--- src/rtl/l2_access_arbiter_if.sv ---
`default_nettype none
// ============================================================================
//  Module   : l2_access_arbiter_if
//  Purpose  : Requester-side and L2-side signal bundle of the L2 access arbiter.
//  Revision : 1.0  initial release
// ============================================================================
interface l2_access_arbiter_if #(
    parameter int CACHE_TAG_WIDTH  = 4,
    parameter int CACHE_DATA_WIDTH = 4,
    parameter int OPCODE_WIDTH     = 2
);
    localparam int CACHE_LINE_WIDTH = OPCODE_WIDTH + CACHE_TAG_WIDTH + CACHE_DATA_WIDTH;

    logic                        req0;
    logic                        req1;
    logic [CACHE_LINE_WIDTH-1:0] vector0_in;
    logic [CACHE_LINE_WIDTH-1:0] vector1_in;
    logic                        busy0;
    logic                        busy1;
    logic                        done0;
    logic                        done1;
    logic [CACHE_DATA_WIDTH-1:0] data_out;
    logic                        hit_miss_out;
    logic [CACHE_LINE_WIDTH-1:0] l2_vector_out;
    logic [CACHE_DATA_WIDTH-1:0] l2_data_in;
    logic                        l2_hit_miss_in;

    modport master (
        output req0, req1, vector0_in, vector1_in, l2_data_in, l2_hit_miss_in,
        input  busy0, busy1, done0, done1, data_out, hit_miss_out, l2_vector_out
    );

    modport slave (
        input  req0, req1, vector0_in, vector1_in, l2_data_in, l2_hit_miss_in,
        output busy0, busy1, done0, done1, data_out, hit_miss_out, l2_vector_out
    );
endinterface
`default_nettype wire

--- src/rtl/l2_access_arbiter.sv ---
`default_nettype none
// ============================================================================
//  Module   : l2_access_arbiter
//  Purpose  : Round-robin arbiter sharing one L2 port between two L1 requesters.
//  Revision : 1.0  initial release
// ============================================================================
module l2_access_arbiter #(
    parameter int CACHE_TAG_WIDTH  = 4,
    parameter int CACHE_DATA_WIDTH = 4,
    parameter int OPCODE_WIDTH     = 2,
    parameter int L2_LATENCY       = 2
) (
    input  wire logic          clk,
    input  wire logic          rst_n,
    l2_access_arbiter_if.slave arb
);
    localparam int CACHE_LINE_WIDTH = OPCODE_WIDTH + CACHE_TAG_WIDTH + CACHE_DATA_WIDTH;
    localparam int c_cnt_w          = $clog2(L2_LATENCY) + 1;

    localparam logic [c_cnt_w-1:0]      c_latency  = c_cnt_w'(L2_LATENCY);
    localparam logic [c_cnt_w-1:0]      c_cnt_one  = c_cnt_w'(1);
    localparam logic [OPCODE_WIDTH-1:0] c_op_read  = OPCODE_WIDTH'(1);
    localparam logic [OPCODE_WIDTH-1:0] c_op_write = OPCODE_WIDTH'(2);

    localparam logic [1:0] c_idle    = 2'd0;
    localparam logic [1:0] c_wait    = 2'd1;
    localparam logic [1:0] c_respond = 2'd2;

    logic [1:0]                  r_state;
    logic                        r_ptr;
    logic                        r_gnt;
    logic [c_cnt_w-1:0]          r_cnt;
    logic                        r_busy0;
    logic                        r_busy1;
    logic                        r_done0;
    logic                        r_done1;
    logic [CACHE_DATA_WIDTH-1:0] r_data;
    logic                        r_hit;
    logic [CACHE_LINE_WIDTH-1:0] r_l2_vector;

    logic                        w_gnt1;
    logic [CACHE_LINE_WIDTH-1:0] w_sel_vector;
    logic [OPCODE_WIDTH-1:0]     w_sel_op;
    logic                        w_sel_valid;

    // Pointer only breaks ties; a lone request is always granted.
    assign w_gnt1       = (arb.req0 && arb.req1) ? r_ptr : arb.req1;
    assign w_sel_vector = w_gnt1 ? arb.vector1_in : arb.vector0_in;
    assign w_sel_op     = w_sel_vector[CACHE_LINE_WIDTH-1 -: OPCODE_WIDTH];
    assign w_sel_valid  = (w_sel_op == c_op_read) || (w_sel_op == c_op_write);

    always_ff @(posedge clk) begin
        if (!rst_n) begin
            r_state     <= c_idle;
            r_ptr       <= 1'b0;
            r_gnt       <= 1'b0;
            r_cnt       <= '0;
            r_busy0     <= 1'b0;
            r_busy1     <= 1'b0;
            r_done0     <= 1'b0;
            r_done1     <= 1'b0;
            r_data      <= '0;
            r_hit       <= 1'b0;
            r_l2_vector <= '0;
        end else begin
            r_done0 <= 1'b0;
            r_done1 <= 1'b0;
            case (r_state)
                c_idle: begin
                    if (arb.req0 || arb.req1) begin
                        r_gnt   <= w_gnt1;
                        r_busy0 <= !w_gnt1;
                        r_busy1 <= w_gnt1;
                        r_cnt   <= c_latency;
                        if (w_sel_valid) begin
                            r_l2_vector <= w_sel_vector;
                            r_state     <= c_wait;
                        end else begin
                            // Invalid opcode never reaches L2; answer immediately with a miss.
                            r_data  <= '0;
                            r_hit   <= 1'b0;
                            r_done0 <= !w_gnt1;
                            r_done1 <= w_gnt1;
                            r_state <= c_respond;
                        end
                    end
                end
                c_wait: begin
                    r_cnt <= r_cnt - c_cnt_one;
                    if (r_cnt == c_cnt_one) begin
                        r_data      <= arb.l2_data_in;
                        r_hit       <= arb.l2_hit_miss_in;
                        r_l2_vector <= '0;
                        r_done0     <= !r_gnt;
                        r_done1     <= r_gnt;
                        r_state     <= c_respond;
                    end
                end
                c_respond: begin
                    r_busy0 <= 1'b0;
                    r_busy1 <= 1'b0;
                    r_ptr   <= !r_gnt;
                    r_state <= c_idle;
                end
                default: begin
                    r_state <= c_idle;
                end
            endcase
        end
    end

    assign arb.busy0         = r_busy0;
    assign arb.busy1         = r_busy1;
    assign arb.done0         = r_done0;
    assign arb.done1         = r_done1;
    assign arb.data_out      = r_data;
    assign arb.hit_miss_out  = r_hit;
    assign arb.l2_vector_out = r_l2_vector;
endmodule
`default_nettype wire

--- src/flat_wrapper.sv ---
// flat-port wrapper written by rule: the top's interface ports become plain ports
module l2_access_arbiter_flat 
#(
    parameter int CACHE_TAG_WIDTH  = 4,
    parameter int CACHE_DATA_WIDTH = 4,
    parameter int OPCODE_WIDTH     = 2,
    parameter int L2_LATENCY       = 2
)
  (clk, rst_n, arb_req0, arb_req1, arb_vector0_in, arb_vector1_in, arb_l2_data_in, arb_l2_hit_miss_in, arb_busy0, arb_busy1, arb_done0, arb_done1, arb_data_out, arb_hit_miss_out, arb_l2_vector_out);
  l2_access_arbiter_if #(.CACHE_TAG_WIDTH(CACHE_TAG_WIDTH), .CACHE_DATA_WIDTH(CACHE_DATA_WIDTH), .OPCODE_WIDTH(OPCODE_WIDTH)) arb_i ();
  input  wire logic clk;
  input  wire logic rst_n;
  input wire logic [$bits(arb_i.req0)-1:0] arb_req0;
  input wire logic [$bits(arb_i.req1)-1:0] arb_req1;
  input wire logic [$bits(arb_i.vector0_in)-1:0] arb_vector0_in;
  input wire logic [$bits(arb_i.vector1_in)-1:0] arb_vector1_in;
  input wire logic [$bits(arb_i.l2_data_in)-1:0] arb_l2_data_in;
  input wire logic [$bits(arb_i.l2_hit_miss_in)-1:0] arb_l2_hit_miss_in;
  output wire logic [$bits(arb_i.busy0)-1:0] arb_busy0;
  output wire logic [$bits(arb_i.busy1)-1:0] arb_busy1;
  output wire logic [$bits(arb_i.done0)-1:0] arb_done0;
  output wire logic [$bits(arb_i.done1)-1:0] arb_done1;
  output wire logic [$bits(arb_i.data_out)-1:0] arb_data_out;
  output wire logic [$bits(arb_i.hit_miss_out)-1:0] arb_hit_miss_out;
  output wire logic [$bits(arb_i.l2_vector_out)-1:0] arb_l2_vector_out;
  assign arb_i.req0 = arb_req0;
  assign arb_i.req1 = arb_req1;
  assign arb_i.vector0_in = arb_vector0_in;
  assign arb_i.vector1_in = arb_vector1_in;
  assign arb_i.l2_data_in = arb_l2_data_in;
  assign arb_i.l2_hit_miss_in = arb_l2_hit_miss_in;
  assign arb_busy0 = arb_i.busy0;
  assign arb_busy1 = arb_i.busy1;
  assign arb_done0 = arb_i.done0;
  assign arb_done1 = arb_i.done1;
  assign arb_data_out = arb_i.data_out;
  assign arb_hit_miss_out = arb_i.hit_miss_out;
  assign arb_l2_vector_out = arb_i.l2_vector_out;
  l2_access_arbiter #(.CACHE_TAG_WIDTH(CACHE_TAG_WIDTH), .CACHE_DATA_WIDTH(CACHE_DATA_WIDTH), .OPCODE_WIDTH(OPCODE_WIDTH), .L2_LATENCY(L2_LATENCY)) u_core (.clk(clk), .rst_n(rst_n), .arb(arb_i));
endmodule
--- config.mk ---
export PLATFORM = sky130hd
export DESIGN_NAME = l2_access_arbiter_flat
export DESIGN_NICKNAME = d
export VERILOG_FILES = /design/src/rtl/l2_access_arbiter_if.sv /design/src/rtl/l2_access_arbiter.sv /design/src/flat_wrapper.sv
export SDC_FILE = /design/constraint.sdc
export NUM_CORES = 1
export LEC_CHECK = 0
export BUFFER_PORTS_ARGS = -buffer_cell sky130_fd_sc_hd__buf_4
export CAP_MARGIN = 20
export CORE_MARGIN = 5
export CORE_UTILIZATION = 35
export DETAILED_ROUTE_END_ITERATION = 8
export PLACE_DENSITY = 0.63
export SKIP_CTS_REPAIR_TIMING = 1
export SYNTH_ARGS = -nofsm -noshare
export SYNTH_HDL_FRONTEND = slang
export SYNTH_SLANG_ARGS = --single-unit
--- constraint.sdc ---
create_clock -name clk -period 2.26 [get_ports clk]
set_input_delay 0.226 -clock clk [delete_from_list [all_inputs] [get_ports clk]]
set_output_delay 0.226 -clock clk [all_outputs]
set_load 0.02 [all_outputs]
# Word level (Yosys, flattened, before mapping)

Cells that the tools add are included.

Output and inout port bits: 19
Bits of input ports: 29
Register bits after elaboration: 25
Logic and storage cells: 67

Add/sub/neg operators: 1
Equality and inequality tests: 9
Reduce and logical (&&, ||, !) cells: 14
Mux-type cells: 32

Operators by type and width:

| operator                                                                | number |
|---|---|
| 10-bit 2-to-1 mux                                                       | 4 |
| 10-bit one-hot mux with 2 select lines                                  | 1 |
| 1-bit 2-to-1 mux                                                        | 12 |
| 4-bit 2-to-1 mux                                                        | 3 |
| 1-bit one-hot mux with 2 select lines                                   | 5 |
| 2-bit 2-to-1 mux                                                        | 4 |
| 2-bit one-hot mux with 2 select lines                                   | 2 |
| 4-bit one-hot mux with 2 select lines                                   | 1 |
| 2-bit AND reduction                                                     | 4 |
| 4-bit AND reduction                                                     | 2 |
| 2-bit by 1-bit == test with 1-bit output, second input constant         | 3 |
| 2-bit by 1-bit inequality test with 1-bit output, second input constant | 3 |
| 2-bit == test, second input constant                                    | 2 |
| 2-bit nonzero test                                                      | 2 |
| 1-bit zero test                                                         | 2 |
| 2-bit zero test                                                         | 1 |
| 1-bit logical OR                                                        | 2 |
| 2-bit inequality test, second input constant                            | 1 |
| 2-bit by 1-bit subtractor with 2-bit output, second input constant      | 1 |
| 1-bit logical AND                                                       | 1 |

# Logic depth before layout (Yosys ltp)

Gate-level depths: netlist of run 1.

Depth after elaboration: 8
Depth in mapped cells: 7
Mapped depth without buffers: 6

# Worst setup path before layout of run 1

No wires, ideal clock.

Path type: register to register
Start point: reg u_core.r_cnt[1]
End point: reg u_core.r_l2_vector[0], in the netlist u_core.arb.l2_vector_out[0]
Cell stages (with the launch flop): 8
Required time: 2.188 ns
Period minus slack after synthesis: 1.439 ns
Setup slack: 0.821 ns
Library setup time: 0.072 ns
Arrival time: 1.367 ns
Buffers on the path: 1
Cell sequence: dfxtp_1 inv_1 ha_1 or2b_2 nand2_1 o21bai_1 buf_6 mux2i_1

Cells in the longest elaborated chain, start to end: 3

RTL lines:

| what                                                       | line                    | source |
|---|---|---|
| start, declared                                            | l2_access_arbiter.sv:32 | `logic [c_cnt_w-1:0] r_cnt;` |
| start signal, assigned                                     | l2_access_arbiter.sv:74 | `r_cnt <= c_latency;` |
| start signal, assigned                                     | l2_access_arbiter.sv:89 | `r_cnt <= r_cnt - c_cnt_one;` |
| 2-bit by 1-bit == test with 1-bit output                   | l2_access_arbiter.sv:90 | `if (r_cnt == c_cnt_one) begin` |
| 2-bit by 1-bit inequality test with 1-bit output (no line) | --                      |  |
| 4-bit AND reduction (no line)                              | --                      |  |
| end signal, assigned                                       | l2_access_arbiter.sv:76 | `r_l2_vector <= w_sel_vector;` |
| end, declared                                              | l2_access_arbiter.sv:39 | `logic [CACHE_LINE_WIDTH-1:0] r_l2_vector;` |

No other way between the ends.
A chain may end at the register's enable or synchronous reset.

# Worst setup path after layout of run 1

Start point: reg u_core.r_ptr
End point: reg u_core.r_l2_vector[0], in the netlist u_core.arb.l2_vector_out[0]

Cells in the longest elaborated chain, start to end: 6
Elaborated cells on any way between the ends: 10
Classes of those cells: eq/ne (3); mux (5); reduce/logical (2)

RTL lines:

| what                                                                      | line                     | source |
|---|---|---|
| start, declared                                                           | l2_access_arbiter.sv:30  | `logic r_ptr;` |
| start signal, assigned                                                    | l2_access_arbiter.sv:102 | `r_ptr <= !r_gnt;` |
| 1-bit 2-to-1 mux *                                                        | l2_access_arbiter.sv:47  | `assign w_gnt1 = (arb.req0 && arb.req1) ? r_ptr : arb.req1;` |
| 10-bit 2-to-1 mux *                                                       | l2_access_arbiter.sv:48  | `assign w_sel_vector = w_gnt1 ? arb.vector1_in : arb.vector0_in;` |
| 2-bit by 1-bit == test with 1-bit output or 2-bit == test (tied branches) | l2_access_arbiter.sv:50  | `assign w_sel_valid = (w_sel_op == c_op_read) \|\| (w_sel_op == c_op_write);` |
| 1-bit logical OR                                                          | l2_access_arbiter.sv:50  |  |
| 2-bit by 1-bit inequality test with 1-bit output (no line)                | --                       |  |
| 4-bit AND reduction (no line)                                             | --                       |  |

Mark *: on every way between the ends. The rest lies on a longest branch, timed or not. The select of a mux whose other input is x is not followed.

==> impl_metrics.toml, run 1 <==
[status]
run_status = "finished, final reports clean"

[logic_synthesis]
async_reset_ff_share_pct = 0
yosys_warnings = 0
synthFlopType = "dfxtp_1"
synthCells = 136
avgSynthCellArea_um2 = 8.961
synth-seq-area-share_pct = 41.07
synth-edff-count = 0
synthesis.nets = 166
ys_ff_latch = 25
synth.distinct_cells = 37
netlist_area_um2 = 1219

[floorplanning]
core_area_um2 = 3363
io_pins = 48
initial_utilization_pct = 36.24
dieArea_um2 = 4762
die_w_um = 69.01
row_count = 21
die_height_um = 69.01

[power_and_ir_drop]
peakVddDrop_v = 0.0002424
cellPowerDensity_nw_per_um2 = 660.6
p_leak_uw = 0.0007558

[routing]
drt_wl_total_um = 2881
drt_iter0_markers = 34
vias = 1071
drc = 0
via_per_inst = 4.739
wire_per_inst_um = 12.75
drtAntennaViolNets = 0
firstDrtPassIters = 4

[clocking]
clock_path_buffers = 2
clock-root-buffer = "clkbuf_4"
cts_buffers = 3
clock-sinks = 25
clock_latency_ns = 0.33
cts_tree = "done"
cts-htree-levels = 1
clk_pin_slew_ns = 0.14

[finish]
syn2layout_area_growth_pct = 32.65
final_nets = 211
instances_no_fill = 226
layout_commonest_cell = "buf_4"
num_antenna_cells = 0
mostFrequentLayoutCells = "48 x buf_4, 28 x nand2_1, 25 x dfxtp_1"
drive_gt1_share_pct = 37.78

[critical_path]
criticalPathCategory = "register to register"
critPathCaptureType = "register"
worstPathArrival_ns = 2.10
crit_path_max_fanout = 6
required_ns = 2.52
worstSetupStartpointType = "register"

[global_routing]
grt_max_degree = 21
grt_pass1_wl_um = 4892
grt_overflow = 0
antenna_found_initial = 0
grt_usage_pct = 12.15
grt_pass1_vias = 1094

[timing]
skew_ns = 0.005152
setup_violations = 0
tns_ns = 0
fin_crit_sh_pct = 81.25
worstMarginPinSlew_ns = 0.5304
min_period_ns = 1.836
fmax_mhz = 544.6
hold_viol = 0
rsz0062_at_grt = "false"
timing.final.max_slew_violations = 0
slew_headroom_pct = 64.57

[worst_hold_path]
hold_path.class = "input pin to register"

[place]
gp_congestion = 0.7745
io_buffer_count = 47
dp_cells = 221
dpl.hpwl_um = 2216

[job]
maxCapViolations = 0
logic make-up (layout without fill, tap and decap cells):
| logic type | Yosys count | count (layout) | share of synthesized area, % |
|---|---|---|---|
| xor+xnor | 2 | 2 | 1.438 |
| flops | 25 | 25 | 41.07 |
| fa+ha+maj | 1 | 1 | 1.027 |
| compound gates | 23 | 23 | 13.04 |
| simple gates | 55 | 55 | 21.46 |
| buf+inv | 10 | 54 | 4.516 |
| mux | 20 | 20 | 17.45 |
final timing paths:
| path | from | end | slack (ns) | cells after the start |
|---|---|---|---|---|
| max | u_core.r_ptr | u_core.arb.l2_vector_out[0] | 0.42 | 6 |
| min reg2reg | u_core.arb.l2_vector_out[9] | u_core.arb.l2_vector_out[9] | 0.48 | 2 |
| max reg2reg | u_core.r_ptr | u_core.arb.l2_vector_out[0] | 0.42 | 6 |
| min | arb_l2_data_in[1] | u_core.arb.data_out[1] | 0.11 | 2 |
through the flow:
stage	hold WS [ns]	area, um2	power [uW]	utilization (%)	setup WS [ns]
6_report	0.1052	1617	1068	48.07	0.4238
2_1_floorplan	0.3515	1219	753.5	-	0.8214
3_5_place_dp	0.4466	1582	869.2	47.02	0.1416
5_1_grt	0.09759	1617	1122	48.07	0.2927
3_3_place_gp	0.4388	1582	861.9	47.02	0.2265
4_1_cts	0.1068	1609	1071	47.84	0.1489
Yosys cell counts (2+ instances only):
cell type  instances  area (um2)
nand2b_1           3       18.77
nor3_1             3       15.01
a21boi_0           2       15.01
a22o_1             5       43.79
clkbuf_1           2       7.510
mux2_2            10       112.6
buf_4              2       15.01
a21oi_1            6       30.03
o21ai_0            5       25.02
inv_1              2       7.510
dfxtp_1           25       500.5
nor2b_1            3       18.77
nand3_1            2       10.01
nand2_1           28       105.1
nor2_1             7       26.28
mux2i_1           10       100.1
state kept, by name (all words and copies together), names as in the netlist:
register and cells:
u_core.r_ptr 1, u_core.r_gnt 1, u_core.arb.data_out 4, u_core.r_cnt 2, u_core.arb.busy0 1, u_core.arb.l2_vector_out 10, u_core.arb.done1 1, u_core.arb.busy1 1
u_core.arb.hit_miss_out 1, u_core.arb.done0 1, u_core.r_state 2
per-layer routing:
| metal | vias to the layer above | track usage, % | share of wire (%) |
|---|---|---|---|
| li1 | 552 | - | - |
| met1 | 479 | 15.62 | 47 |
| met2 | 35 | 18.96 | 45 |
| met3 | 5 | 3.343 | 6.3 |
| met4 | 0 | 5.206 | 1.6 |
| met5 | - | 0 | 0 |
power breakdown:
part	total, uW	switching [uW]	internal [uW]	leakage, uW
sequential	522	35.3	487	0.000205
combinational	339	173	166	0.000534
clock	206	140	66.5	0.0000177
total	1070	348	720	0.000756
worst max-delay path, cell delays in order, from the launching register on:
cell and delay [ns]:
dfxtp_1 0.35, nand2b_2 0.23, a21oi_2 0.21, nor2_2 0.06, o21bai_1 0.45, buf_4 0.27, mux2i_1 0.20
layout make-up:
class                   instances  area [um2]
clock buffers                   3       22.52
clock inverters                 1       5.005
fillers                       354        1747
inverters                       2       7.507
multi-input cells             101       663.1
flip-flops and latches         25       500.5
well taps                      46       57.56
repair buffers                 48       360.3
Note: power is estimated with default switching activity, not from simulation.
==> run 2, diff against run 1 <==
==> constraint.sdc (replaced) <==
create_clock -name clk -period 1.7 [get_ports clk]
set_input_delay 0.17 -clock clk [delete_from_list [all_inputs] [get_ports clk]]
set_output_delay 0.17 -clock clk [all_outputs]
set_load 0.02 [all_outputs]
==> run 2 against run 1 <==
Non-clock buffer count up 5; combinational power up 54%; count of clock-buffer cells in the layout unchanged; wire length up 4.7%; critical path depth up 1; highest routed layer unchanged; design area up 4.6%; worst setup slack worse by 0.31 ns; clock skew about the same; sequential cell count unchanged; sequential share of layout area down 1.3 points; clock power up 30%.
==> impl_metrics.toml, run 2 (synthesis gave the netlist of run 1 again) <==
[status]
run_status = "finished, final reports clean"

[critical_path]
r2r_end = "u_core.arb.l2_vector_out[3]"
criticalPathCategory = "register to register"
crit_start = "u_core.r_cnt[1]"
worstSetupStartpointType = "register"
worstPathArrival_ns = 1.83
critPathCaptureType = "register"
ff2ff_path_depth = 7
cpMaxStageDelayCell = "dfxtp_2"
regToRegSetupSlack_ns = 0.12
crit_path_max_fanout = 5
path_cells = "inv_1 -> ha_1 -> or2b_2 -> nand2_1 -> o21bai_4 -> clkbuf_16 -> mux2i_2"
r2r_start = "u_core.r_cnt[1]"
required_ns = 1.95
critPathMaxStageDelay_ns = 0.35

[floorplanning]
initial_utilization_pct = 36.24
io_pins = 48
dieArea_um2 = 4762
core_area_um2 = 3363
die_w_um = 69.01
die_height_um = 69.01
row_count = 21

[finish]
final_nets = 216
largest_register_ffs = 10
num_antenna_cells = 0
layout_commonest_cell = "buf_4"
instances_no_fill = 231
syn2layout_area_growth_pct = 38.81
drive_gt1_share_pct = 41.08
mostFrequentLayoutCells = "51 x buf_4, 28 x nand2_1, 24 x dfxtp_1"

[routing]
via_per_inst = 4.775
vias = 1103
drt_iter0_markers = 37
drc = 0
wire_per_inst_um = 13.05
firstDrtPassIters = 4
drtAntennaViolNets = 0
drt_wl_total_um = 3015

[place]
pre_cts_slack_ns = 0.1144
gp_congestion = 0.8231
io_buffer_count = 47
dp_cells = 226
dpl.hpwl_um = 2257

[clocking]
clock-sinks = 25
clock_path_buffers = 2
clock_latency_ns = 0.32
cts_tree = "done"
cts-htree-levels = 1
clock-root-buffer = "clkbuf_4"
cts_buffers = 3
clk_pin_slew_ns = 0.14

[global_routing]
use_met1_pct = 14.27
grt_pass1_wl_um = 5043
grt_pass1_vias = 1132
grt_max_degree = 21
busiest_layer = "met2"
antenna_found_initial = 0
met3_usage_pct = 3.924
grt_util_met2_pct = 22.03
grt_usage_pct = 12.78
grt_overflow = 0

[worst_hold_path]
hold-path-cell-count = 2
worstHoldStart = "arb_l2_data_in[2]"
hold_path.class = "input pin to register"
hold_path_end = "u_core.arb.data_out[2]"

[timing]
worstMarginPinSlew_ns = 0.2949
fmax_mhz = 631.6
min_period_ns = 1.583
slew_headroom_pct = 80.32
timing.final.max_slew_violations = 0
setup_ws_ns = 0.1168
fin_crit_sh_pct = 93.13
hold_viol = 0
tns_ns = 0
setup_violations = 0
skew_ns = 0.004801

[power_and_ir_drop]
cellPowerDensity_nw_per_um2 = 876.4
p_leak_uw = 0.0007886
peakVddDrop_v = 0.0003512

[job]
maxCapViolations = 0
-- run 2: cell types whose count changed in the layout (fill, tap and decap cells not counted), sizes merged --
cell,delta
buf,+4
clkbuf,+1
-- run 2: layout make-up --
type,instances,area (um2)
tap,46,57.56
timing repair buffer,53,419.2
multi-input combinational,101,678.2
fill,341,1672
inverter,2,7.507
clock buffer,3,22.52
clock inverter,1,5.005
sequential,25,501.7
-- run 2: critical path: cells and delay by family (launching register included) --
kind            cells  cell delay (ns)
flops               1             0.35
mux                 1             0.20
buf+inv             2             0.22
compound gates      1             0.14
fa+ha+maj           1             0.21
simple gates        2             0.39
-- run 2: metrics by stage --
| stage | utilization [%] | area (um2) | total power, uW | hold slack [ns] |
|---|---|---|---|---|
| floorplan | - | 1219 | 1002 | 0.2955 |
| global placement | 48.51 | 1632 | 1186 | 0.3821 |
| global route | 50.30 | 1692 | 1575 | 0.02537 |
| detailed placement | 48.51 | 1632 | 1193 | 0.3873 |
| CTS | 49.33 | 1659 | 1470 | 0.03569 |
| finish | 50.30 | 1692 | 1483 | 0.04943 |
-- run 2: power by group --
part           leakage (uW)  switching (uW)  internal [uW]
combinational      0.000566             251            272
clock             0.0000177             180           88.1
sequential         0.000205            43.4            648
total              0.000789             474           1010
-- run 2: routing by layer --
layer / vias up / share of wire, %
met1: 506 / 43
met3: 4 / 7.0
met2: 32 / 48
met4: 0 / 1.5
li1: 561 / -
met5: - / 0
-- run 2: worst max path at each step --
| stage | endpoint | slack, ns | depth (start not counted) |
|---|---|---|---|
| floorplan | u_core.arb.l2_vector_out[0] | 0.26 | 7 |
| global placement | u_core.arb.l2_vector_out[0] | 0.18 | 7 |
| detailed placement | u_core.arb.l2_vector_out[3] | 0.11 | 7 |
| CTS | u_core.arb.l2_vector_out[3] | 0.07 | 7 |
| global route | u_core.arb.l2_vector_out[4] | -0.002 | 7 |
| finish | u_core.arb.l2_vector_out[3] | 0.12 | 7 |
==> run 3, diff against run 2 <==
--- a/config.mk
+++ b/config.mk
@@ -5,12 +5,13 @@
 export SDC_FILE = /design/constraint.sdc
 export NUM_CORES = 1
 export LEC_CHECK = 0
+export ABC_AREA = 1
 export BUFFER_PORTS_ARGS = -buffer_cell sky130_fd_sc_hd__buf_4
 export CAP_MARGIN = 20
 export CORE_MARGIN = 5
 export CORE_UTILIZATION = 35
 export DETAILED_ROUTE_END_ITERATION = 8
-export PLACE_DENSITY = 0.63
+export PLACE_DENSITY = 0.62
 export SKIP_CTS_REPAIR_TIMING = 1
 export SYNTH_ARGS = -nofsm -noshare
 export SYNTH_HDL_FRONTEND = slang
==> run 3 against run 2 <==
Largest power group is now combinational cells; wire length rose by 6.0%; clock skew grew 0.0085 ns; critical path type unchanged; worst setup slack better by 0.089 ns; synthesized area is 4.3% higher; total power grew 54%; sequential power increased by 19%; critical path depth rose by 2; worst hold slack better by 0.11 ns.
==> impl_metrics.toml, run 3 <==
[status]
run_status = "finished, final reports clean"

[logic_synthesis]
synth.top_cell.area_share_pct = 39.37
avgSynthCellArea_um2 = 6.519
yosysMostFrequentCell = "nor2_1"
netlist_area_um2 = 1271
yosys_warnings = 0
synthCells = 195
synth_largest_area_cell = "dfxtp_1"
synthTopCellsByArea = "dfxtp_1 39%, nor2_1 14%, nand2_1 14%, nand3_1 6.7%, inv_1 4.4%"
synth-seq-area-share_pct = 39.37
ys_ff_latch = 25
synthFlopType = "dfxtp_1"
async_reset_ff_share_pct = 0
synth-edff-count = 0
synthesis.nets = 225
synth_common_cells = "48 x nor2_1, 47 x nand2_1, 25 x dfxtp_1"
synth.distinct_cells = 19

[critical_path]
critPathCaptureType = "register"
ff2ff_path_depth = 9
path_cells = "inv_1 -> nand2_2 -> nor2_4 -> nor2_4 -> nor2_4 -> nand2_1 -> inv_2 -> nor2_1 -> nor2_1"
r2r_start = "u_core.r_state[1]"
cpMaxStageDelayCell = "dfxtp_1"
criticalPathCategory = "register to register"
critPathMaxStageDelay_ns = 0.39
crit_start = "u_core.r_state[1]"
r2r_end = "u_core.arb.data_out[1]"
worstPathArrival_ns = 1.78
required_ns = 1.98
crit_end = "u_core.arb.data_out[1]"
worstSetupStartpointType = "register"
crit_path_max_fanout = 11
regToRegSetupSlack_ns = 0.21
crit_top_cell = "nor2_4"

[global_routing]
grt_pass1_wl_um = 5264
grt_usage_pct = 13.00
grt_pass1_vias = 1210
grt_max_degree = 19
grt_overflow = 0
antenna_found_initial = 0

[finish]
largest_register_ffs = 10
drive_gt1_share_pct = 28.92
final_nets = 280
num_antenna_cells = 0
utilization_pct = 51.03
syn2layout_area_growth_pct = 37.11
layout_commonest_cell = "buf_4"
fin_area_um2 = 1743
mostFrequentLayoutCells = "55 x buf_4, 48 x nor2_1, 47 x nand2_1"

[clocking]
clk_pin_slew_ns = 0.15
cts_tree = "done"
clock_latency_ns = 0.33
cts_buffers = 3
clock-sinks = 25
clock_path_buffers = 2
cts-htree-levels = 1
clock-root-buffer = "clkbuf_4"

[power_and_ir_drop]
peakVddDrop_v = 0.0005287
p_leak_uw = 0.0008938
cellPowerDensity_nw_per_um2 = 1307

[timing]
fmax_mhz = 669.2
setup_violations = 0
tns_ns = 0
skew_ns = 0.01334
min_period_ns = 1.494
whs_ns = 0.1565
rsz0062_at_grt = "false"
slew_headroom_pct = 79.45
fin_crit_sh_pct = 87.90
hold_viol = 0
timing.final.max_slew_violations = 0
worstMarginPinSlew_ns = 0.3072

[routing]
drtAntennaViolNets = 0
via_per_inst = 4.478
drt_iter0_markers = 99
firstDrtPassIters = 4
vias = 1321
drt_wl_total_um = 3197
drc = 0
wire_per_inst_um = 10.84

[place]
gp_congestion = 0.7826
dpl.hpwl_um = 2465
placed_area_um2 = 1678
io_buffer_count = 47

[floorplanning]
die_height_um = 70.27
die_w_um = 70.27
initial_utilization_pct = 37.22
core_area_um2 = 3416
io_pins = 48
dieArea_um2 = 4937
row_count = 21

[job]
maxCapViolations = 0

[worst_hold_path]
hold_path.class = "input pin to register"
-- run 3: changes by cell type after synthesis, sizes merged, moves of 4 or more --
cell    change
nor2       +45
nand2      +23
inv        +16
nand3      +16
mux2       -10
mux2i      -10
a22o        -5
o21ai       +5
a21oi       +4
nand2b      -4
-- run 3: cells by family after synthesis --
family | share of synthesized area, %
buffers and inverters | 7.381
adder cells (fa/ha/maj) | 0.9841
AO/OA/AOI/OAI | 8.858
AND/OR/NAND/NOR | 43.40
flip-flops | 39.37
-- run 3: worst min path at each step --
stage | startpoint | to | slack, ns | cells past startpoint
floorplan | arb_l2_hit_miss_in | u_core.arb.hit_miss_out | 0.41 | 4
global placement | u_core.r_cnt[1] | u_core.r_cnt[1] | 0.46 | 2
detailed placement | u_core.arb.busy1 | u_core.arb.busy1 | 0.46 | 2
CTS | rst_n | u_core.arb.l2_vector_out[5] | 0.15 | 3
global route | rst_n | u_core.arb.hit_miss_out | 0.15 | 3
finish | rst_n | u_core.r_state[0] | 0.16 | 2
-- run 3: cell type report --
cell class,instances,area (um2)
clock inverters,1,5.005
flip-flops and latches,25,500.5
fillers,367,1673
clock buffers,3,22.52
inverters,18,67.56
repair buffers,55,412.9
well taps,46,57.56
multi-input cells,147,676.9
-- run 3: routing by layer --
metal / vias to the layer above / wire length (um) / GRT usage [%]
li1: 716 / - / -
met1: 558 / 1503 / 15.90
met2: 42 / 1415 / 21.62
met3: 5 / 222 / 2.869
met4: 0 / 56 / 5.745
met5: - / 0 / 0
-- run 3: metrics by stage --
stage	std cells	total power, uW	setup WS (ns)
finish	295	2278	0.2056
global route	295	2462	0.002444
CTS	290	2228	0.1477
detailed placement	286	1951	0.1691
global placement	286	1941	0.2254
floorplan	195	1582	0.4103
-- run 3: critical path: cells and delay by family, from the launching register on --
| kind | cells | cell delay (ns) |
|---|---|---|
| DFF | 1 | 0.39 |
| and+or+nand+nor | 7 | 0.85 |
| buffers and inverters | 2 | 0.20 |
-- run 3: power breakdown --
group	leakage (uW)	internal, uW	total (uW)	switching [uW]
Clock	0.0000177	88.5	278	190
Sequential	0.000206	737	822	84.4
Combinational	0.000670	493	1180	685
Total	0.000894	1320	2280	960
